### config.mk
export PLATFORM = sky130hd
export DESIGN_NAME = icache_fill_ctrl
export DESIGN_NICKNAME = d
export VERILOG_FILES = /design/src/rtl/icache_pkg.sv /design/src/rtl/icache_fill_ctrl.sv
export SDC_FILE = /design/constraint.sdc
export NUM_CORES = 1
export LEC_CHECK = 0
export CAP_MARGIN = 40
export CORE_MARGIN = 3
export CORE_UTILIZATION = 35
export CTS_CLUSTER_DIAMETER = 120
export DETAILED_ROUTE_END_ITERATION = 10
export PLACE_DENSITY = 0.8
export SLEW_MARGIN = 20
export SYNTH_ARGS = -nofsm -noshare
export SYNTH_HDL_FRONTEND = slang
export SYNTH_SLANG_ARGS = --single-unit
### constraint.sdc
create_clock -name clk -period 2.3 [get_ports clk]
set_clock_uncertainty 0.05 [all_clocks]
set_input_delay 0.575 -clock clk [delete_from_list [all_inputs] [get_ports clk]]
set_output_delay 0.575 -clock clk [all_outputs]
set_load 0.02 [all_outputs]
### src/rtl/icache_pkg.sv
// Shared constants for the instruction-cache fill path: FSM state encoding
// and the default word/address widths used by the icache top level.
package icache_pkg;

  localparam logic [1:0] ST_IDLE  = 2'd0;
  localparam logic [1:0] ST_REQ   = 2'd1;
  localparam logic [1:0] ST_WRITE = 2'd2;
  localparam logic [1:0] ST_DONE  = 2'd3;

  localparam int ICACHE_DATABITS    = 32;
  localparam int ICACHE_ADDRBITS    = 5;
  localparam int ICACHE_MEMADDRBITS = 30;

endpackage

### src/rtl/icache_fill_ctrl.sv
// Line-fill controller for the instruction cache. On a fill request it takes
// the memory block over through the flush_* ports, reads one whole line from
// main memory a word per handshake, writes each word, then validates the tag.
//
// state    | meaning
// ---------+-----------------------------------------------------------
// ST_IDLE  | no fill in progress; hit check live, waits for fill_req
// ST_REQ   | mem_rd held for word cnt until mem_valid
// ST_WRITE | one-cycle flush_we of the captured word, advance cnt
// ST_DONE  | fill_done pulse, tag_valid set unless invalidated
module icache_fill_ctrl
  import icache_pkg::*;
#(
  parameter int DATABITS    = ICACHE_DATABITS,
  parameter int ADDRBITS    = ICACHE_ADDRBITS,
  parameter int MEMADDRBITS = ICACHE_MEMADDRBITS,
  parameter int TAGBITS     = MEMADDRBITS - ADDRBITS
) (
  input  logic                   clk,
  input  logic                   reset_n,
  input  logic                   fill_req,
  input  logic [MEMADDRBITS-1:0] fill_base,
  input  logic                   inval,
  input  logic [TAGBITS-1:0]     cpu_tag,
  output logic                   hit,
  output logic [TAGBITS-1:0]     tag_out,
  output logic                   tag_valid,
  output logic                   fill_busy,
  output logic                   fill_done,
  output logic                   mem_rd,
  output logic [MEMADDRBITS-1:0] mem_addr,
  input  logic                   mem_valid,
  input  logic [DATABITS-1:0]    mem_data,
  output logic                   flush_mode,
  output logic [ADDRBITS-1:0]    flush_addr,
  output logic [DATABITS-1:0]    flush_in,
  output logic                   flush_we
);

  localparam logic [ADDRBITS-1:0] CNT_LAST = '1;

  logic [1:0]          state;
  logic [ADDRBITS-1:0] cnt;
  // An invalidate seen mid-fill must still veto the tag_valid set in DONE.
  logic                inval_seen;

  // Word offset inside the line is irrelevant: fills always start at word 0.
  logic unused_base_bits;
  assign unused_base_bits = ^fill_base[ADDRBITS-1:0];

  // FSM, word counter, tag register and captured write data.
  always_ff @(posedge clk or negedge reset_n) begin
    if (!reset_n) begin
      state      <= ST_IDLE;
      cnt        <= '0;
      inval_seen <= 1'b0;
      tag_out    <= '0;
      tag_valid  <= 1'b0;
      flush_addr <= '0;
      flush_in   <= '0;
    end else begin
      case (state)
        ST_IDLE: begin
          if (inval) tag_valid <= 1'b0;
          if (fill_req) begin
            tag_out    <= fill_base[MEMADDRBITS-1:ADDRBITS];
            cnt        <= '0;
            tag_valid  <= 1'b0;
            inval_seen <= 1'b0;
            state      <= ST_REQ;
          end
        end
        ST_REQ: begin
          if (inval) inval_seen <= 1'b1;
          if (mem_valid) begin
            flush_in   <= mem_data;
            flush_addr <= cnt;
            state      <= ST_WRITE;
          end
        end
        ST_WRITE: begin
          if (inval) inval_seen <= 1'b1;
          if (cnt == CNT_LAST) begin
            state <= ST_DONE;
          end else begin
            cnt   <= cnt + 1'b1;
            state <= ST_REQ;
          end
        end
        default: begin
          tag_valid <= !(inval || inval_seen);
          state     <= ST_IDLE;
        end
      endcase
    end
  end

  // Outputs decoded straight from the state register, so they are glitch-free
  // and drop to 0 the moment reset is asserted.
  always_comb begin
    fill_busy  = (state != ST_IDLE);
    fill_done  = (state == ST_DONE);
    mem_rd     = (state == ST_REQ);
    flush_we   = (state == ST_WRITE);
    flush_mode = (state == ST_REQ) || (state == ST_WRITE);
    mem_addr   = {tag_out, cnt};
    hit        = tag_valid && !fill_busy && (cpu_tag == tag_out);
  end

endmodule

==> flow_summary.toml, run 1 <==
[run_status]
status = "finished with violations"
violations = "setup timing"

[global_routing]
grt_pass1_wl_um = 15300
track_usage_pct = 17.3
gr-total-overflow = 0
antenna_found_initial = 0
grt_pass1_vias = 3021
grt_max_degree = 45

[critical_path]
start_kind = "input port"
worstPathArrival_ns = 1.93
cp_slowest_cell = "clkdlybuf4s50_1"
required_ns = 1.67
cp-end-kind = "output port"
worstPathMaxFanout = 1
critPathKind = "in2out"
critPathMaxStageDelay_ns = 0.42
crit_buf_inv = 2
path_cells = "clkdlybuf4s50_1 -> xor2_1 -> nor4_1 -> nand3_1 -> nor4_2 -> buf_4"
path_delay_family = "simple AND/OR/NAND/NOR gates"

[finish]
areaGrowthSynthToFinish_pct = 68.9
drive_gt1_share_pct = 26.1
multiInputGateArea_sq_mm = 0.00137
design_area_sq_mm = 0.00570
fin_nets = 556
diodes = 0
ff_latch_area_sq_mm = 0.00178
fillers = 750

[clocking]
cts_setup_buffers = 0
cts.sinks = 71
clk_latency_ns = 0.34
cts_tree = "built"
clk_pin_slew_ns = 0.08
clock_path_buffers = 2
numCtsBuffers = 9
root_buffer = "clkbuf_8"
cts-htree-levels = 3
holdBufCountCts = 0

[logic_synthesis]
synth_top_family_by_area = "multiplexers"
muxShareOfSynthArea_pct = 21.3
synth_flop_cell = "dfrtp_1"
yosys.area_share.xor_xnor_pct = 6.49
async_flop_share_pct = 100
synthTopCellsByArea = "dfrtp_1, mux2_2, buf_4, xor2_1, xnor2_1"
synthesis.nets = 361
synthAdderAreaFrac_pct = 2.22
synth_simple_gate_area_share_pct = 5.89
yosysWarnings = 0
yosysMostFrequentCell = "dfrtp_1"
yosys.area.top_type_share_pct = 52.6
ys_seq_area_share_pct = 52.6
syn_inst = 263
syn-cell-area_sq_mm = 0.00338
yosys-top-cells-count = "dfrtp_1, mux2_2, buf_4"
synth.largest_area_cell = "dfrtp_1"
synth.avg_cell_area_sq_um = 12.8
synth-compound-area-share_pct = 4.04
synth_edf_count = 0
ys_ff_latch = 71
synth.distinct_cells = 34

[route]
post_drt_via_cell_ratio = 4.59
drtAntennaViolNets = 0
drtIter0Drc = 60
post_drt_wl_per_cell_um = 15.5
routed_wl_um = 9160
via_count = 2716
first_pass_iters = 4
drc = 0

[job]
maxCapViolCount = 0

[floorplanning]
die_x_um = 104
pin_count = 191
dieArea_sq_mm = 0.0109
fp.dieH_um = 104
core_area_sq_mm = 0.00933
rows = 35
initial_core_util_pct = 36.2

[placement]
io_buffers = 185
placed_cell_area_sq_mm = 0.00544
gp_congestion = 0.765
dp_hpwl_um = 6900

[sta]
slew_headroom_pct = 73.8
finalCritPeriodShare_pct = 111
fmax_mhz = 391
rsz0062_at_grt = "true"
hold_viol = 0
fin_crit_ns = 2.55
setup_viol = 1
drv_slew = 0
setup_ws_ns = -0.255
worstMarginPinSlew_ns = 0.393

[pwr]
leakagePower_nw = 2.48
ir_drop_mv = 0.810
power_mw = 8.42
p_per_area_mw_per_mm2 = 1480

[hold_path]
min_path_type = "in2async"
## metal layers
layer  global-route usage, %  vias up  share of wire, %
met5                       0        -                 0
met4                    4.75        0               1.1
met3                    5.09       10               6.4
met2                    31.0      102                54
met1                    20.2     1326                39
li1                        -     1278                 -
## flip-flops by register name (all words and copies together) (netlist names)
| register | cells |
|---|---|
| flush_in | 32 |
| cnt | 5 |
| inval_seen | 1 |
| tag_out | 25 |
| tag_valid | 1 |
| flush_addr | 5 |
| state | 2 |
## cells in the final DEF (no fill, tap or decap), types with 6 or more instances in the layout
master           netlist  routed
buf_4                 26      31
a21oi_1               10      10
dfrtp_1               71      71
clkdlybuf4s50_1        0     163
nand2_1                7       7
dlygate4sd2_1          0      11
clkbuf_8               0       9
mux2_2                62      62
xnor2_1                9       9
nor3_1                 6       6
xor2_1                16      15
## per-stage QoR
step | setup WS [ns] | instances | TNS (ns) | util [%] | hold WS, ns
2_1_floorplan | 0.0692 | 263 | 0 | - | 0.229
3_3_place_gp | -0.937 | 576 | -0.937 | 58.3 | 0.436
6_report | -0.255 | 592 | -0.255 | 61.1 | 0.102
5_1_grt | -0.405 | 592 | -0.405 | 61.1 | 0.116
4_1_cts | -0.214 | 592 | -0.214 | 60.9 | 0.0967
3_5_place_dp | -0.959 | 576 | -0.959 | 58.3 | 0.442
## final timing paths
path | endpoint | cells past startpoint | startpoint | slack [ns]
max in group asynchronous | tag_out[14] | 2 | reset_n | 1.54
hold / removal | flush_addr[3] | 1 | reset_n | 0.10
setup reg to reg | cnt[3] | 7 | cnt[0] | 0.33
setup / recovery | hit | 6 | cpu_tag[15] | -0.25
min in group clk | flush_addr[3] | 1 | flush_addr[3] | 0.46
hold reg to reg | flush_addr[3] | 1 | flush_addr[3] | 0.46
## worst register-to-register path, cell delays in order (launching register included)
cell and delay, ns:
dfrtp_1 0.41, ha_1 0.23, and3_1 0.19, ha_1 0.29, nand4b_1 0.27, a21o_1 0.21, a21oi_1 0.13, o21ai_0 0.09
## logic make-up after synthesis
group / Yosys count
adder cells (fa/ha/maj): 6
AND/OR/NAND/NOR: 35
multiplexers: 64
AO/OA/AOI/OAI: 23
XOR/XNOR: 25
flip-flops: 71
buffers and inverters: 39
## power by group
group          leakage (nW)  total [mW]  internal (mW)  switching [mW]
logic                  1.50        4.97           2.65            2.32
clock network         0.123        1.22          0.724           0.497
registers             0.857        2.23           1.85           0.382
## cell type report
| class | count | share of cell area (%) |
|---|---|---|
| Clock buffer | 9 | 2.17 |
| Multi-Input combinational cell | 153 | 24.0 |
| Inverter | 5 | 0.329 |
| Sequential cell | 71 | 31.2 |
| Tap cell | 129 | 2.83 |
| Clock inverter | 7 | 2.13 |
| Timing Repair Buffer | 218 | 37.3 |
## repair_timing
item,CTS,global route
hold endpoints to repair,0,0
resized for setup,25,11
pin swaps,8,7
endpoints found under the setup margin,3,5
Power figures use the tool's default switching activity.
==> run 2: changes to the inputs <==
- HOLD_SLACK_MARGIN: not set -> 0.12
- clock period: 2.3 -> 2.7 ns (I/O delays scaled with it)
==> flow_summary.toml, run 2 (synthesis results as in run 1) <==
[finish]
fin_nets = 539
fin_cells = 575
final_common_cell = "clkdlybuf4s50_1"
reg_top3 = "flush_in (32), tag_out (25)"
largest_register_ffs = 32
diodes = 0
drive_gt1_share_pct = 22.9
final_cell_mix = "clkdlybuf4s50_1, dfrtp_1, mux2_2"
areaGrowthSynthToFinish_pct = 62.7
design_area_sq_mm = 0.00549
top_register = "flush_in"

[clocking]
holdBufCountCts = 0
cts.sinks = 71
clk_pin_slew_ns = 0.08
root_buffer = "clkbuf_8"
cts-htree-levels = 3
clk_latency_ns = 0.34
cts_setup_buffers = 0
clock_path_buffers = 2
numCtsBuffers = 9
cts_tree = "built"

[sta]
setup_ws_ns = 0.0485
slew_headroom_pct = 76.5
hold_viol = 0
drv_slew = 0
setup_viol = 0
finalCritPeriodShare_pct = 98.2
fin_crit_ns = 2.65
worstMarginPinSlew_ns = 0.353
final.setup.tns_ns = 0
fmax_mhz = 377
rsz0062_at_grt = "true"

[global_routing]
gr-total-overflow = 0
grt_pass1_wl_um = 14600
grt_max_degree = 48
antenna_found_initial = 0
grt_pass1_vias = 2875
track_usage_pct = 16.6

[route]
drtAntennaViolNets = 0
first_pass_iters = 4
drc = 0
routed_wl_um = 8830
post_drt_wl_per_cell_um = 15.3
post_drt_via_cell_ratio = 4.57
drtIter0Drc = 51
via_count = 2628

[critical_path]
start_kind = "input port"
r2r_setup_slack_ns = 0.69
worstPathMaxFanout = 1
endpoint = "hit"
r2r-end = "cnt[3]"
reg2reg_from = "cnt[0]"
required_ns = 1.98
cp_slowest_cell = "nor4_2"
crit_buf_inv = 2
cp.depth = 6
critPathMaxStageDelay_ns = 0.29
crit_start = "cpu_tag[3]"
worstPathArrival_ns = 1.93
cp_common_cell = "nor4_2"
path_delay_family = "simple AND/OR/NAND/NOR gates"
cp-end-kind = "output port"
critPathKind = "in2out"
rr_worst_depth = 7
path_cells = "dlygate4sd2_1 -> xor2_1 -> nor4_2 -> nand4_1 -> nor4_2 -> buf_4"

[job]
maxCapViolCount = 0

[placement]
dpl.cell_count = 559
io_buffers = 185
gp_congestion = 0.779
place_ws_ns = -0.754
dp_hpwl_um = 6780
placed_cell_area_sq_mm = 0.00531

[pwr]
leakagePower_nw = 2.34
p_clk_share_pct = 11.8
swShare_pct = 39.8
seq_power_share_pct = 29.5
ir_drop_mv = 0.622
p_per_area_mw_per_mm2 = 1220
internal-power_mw = 4.04
switchingPower_mw = 2.67
power_frac_comb_pct = 58.7

[floorplanning]
rows = 35
dieArea_sq_mm = 0.0109
die_x_um = 104
pin_count = 191
initial_core_util_pct = 36.2
fp.dieH_um = 104
core_area_sq_mm = 0.00933

[hold_path]
min_path_type = "in2async"

[run_status]
status = "completed"
run 2: how the worst min path moves through the flow:
| stage | start | end | slack (ns) |
|---|---|---|---|
| 2_1_floorplan | reset_n | cnt[0] | 0.33 |
| 3_3_place_gp | flush_addr[4] | flush_addr[4] | 0.44 |
| 3_5_place_dp | flush_addr[4] | flush_addr[4] | 0.44 |
| 4_1_cts | reset_n | flush_in[0] | 0.18 |
| 5_1_grt | reset_n | flush_in[0] | 0.18 |
| 6_report | reset_n | flush_in[0] | 0.19 |
run 2: cell type report:
type | count | area (sq um)
timing repair buffer | 201 | 2000
tap | 129 | 161
clock inverter | 6 | 42.5
multi-input combinational | 153 | 1360
fill | 770 | 3830
sequential | 71 | 1780
inverter | 5 | 18.8
clock buffer | 10 | 138
run 2: stage by stage:
stage                     total power [mW]  utilization, %  hold WS (ns)
after detailed placement              5.97            56.9         0.442
after global placement                5.86            56.6         0.437
after global routing                  7.12            58.9         0.179
after CTS                             6.80            58.7         0.180
after floorplan                       4.20               -         0.329
final                                 6.71            58.9         0.188
run 2: power by group through the flow:
stage / Clock [mW] / Combinational, mW / Sequential, mW
final: 0.790 / 3.94 / 1.98
after global routing: 0.877 / 4.18 / 2.06
after floorplan: 0 / 1.63 / 2.57
after CTS: 0.821 / 3.99 / 1.99
after detailed placement: 0 / 3.97 / 2.00
after global placement: 0 / 3.90 / 1.96
run 2: timing repair:
action | in CTS | in global routing
resized for setup | 21 | 10
pin swaps | 7 | 6
setup endpoints to repair | 1 | 3
run 2: layer usage:
metal / track usage, % / vias to the layer above / part of all wire (%)
met5: 0 / - / 0
met4: 4.08 / 0 / 0.60
li1: - / 1252 / -
met3: 5.65 / 5 / 6.4
met2: 29.0 / 95 / 54
met1: 19.6 / 1276 / 39
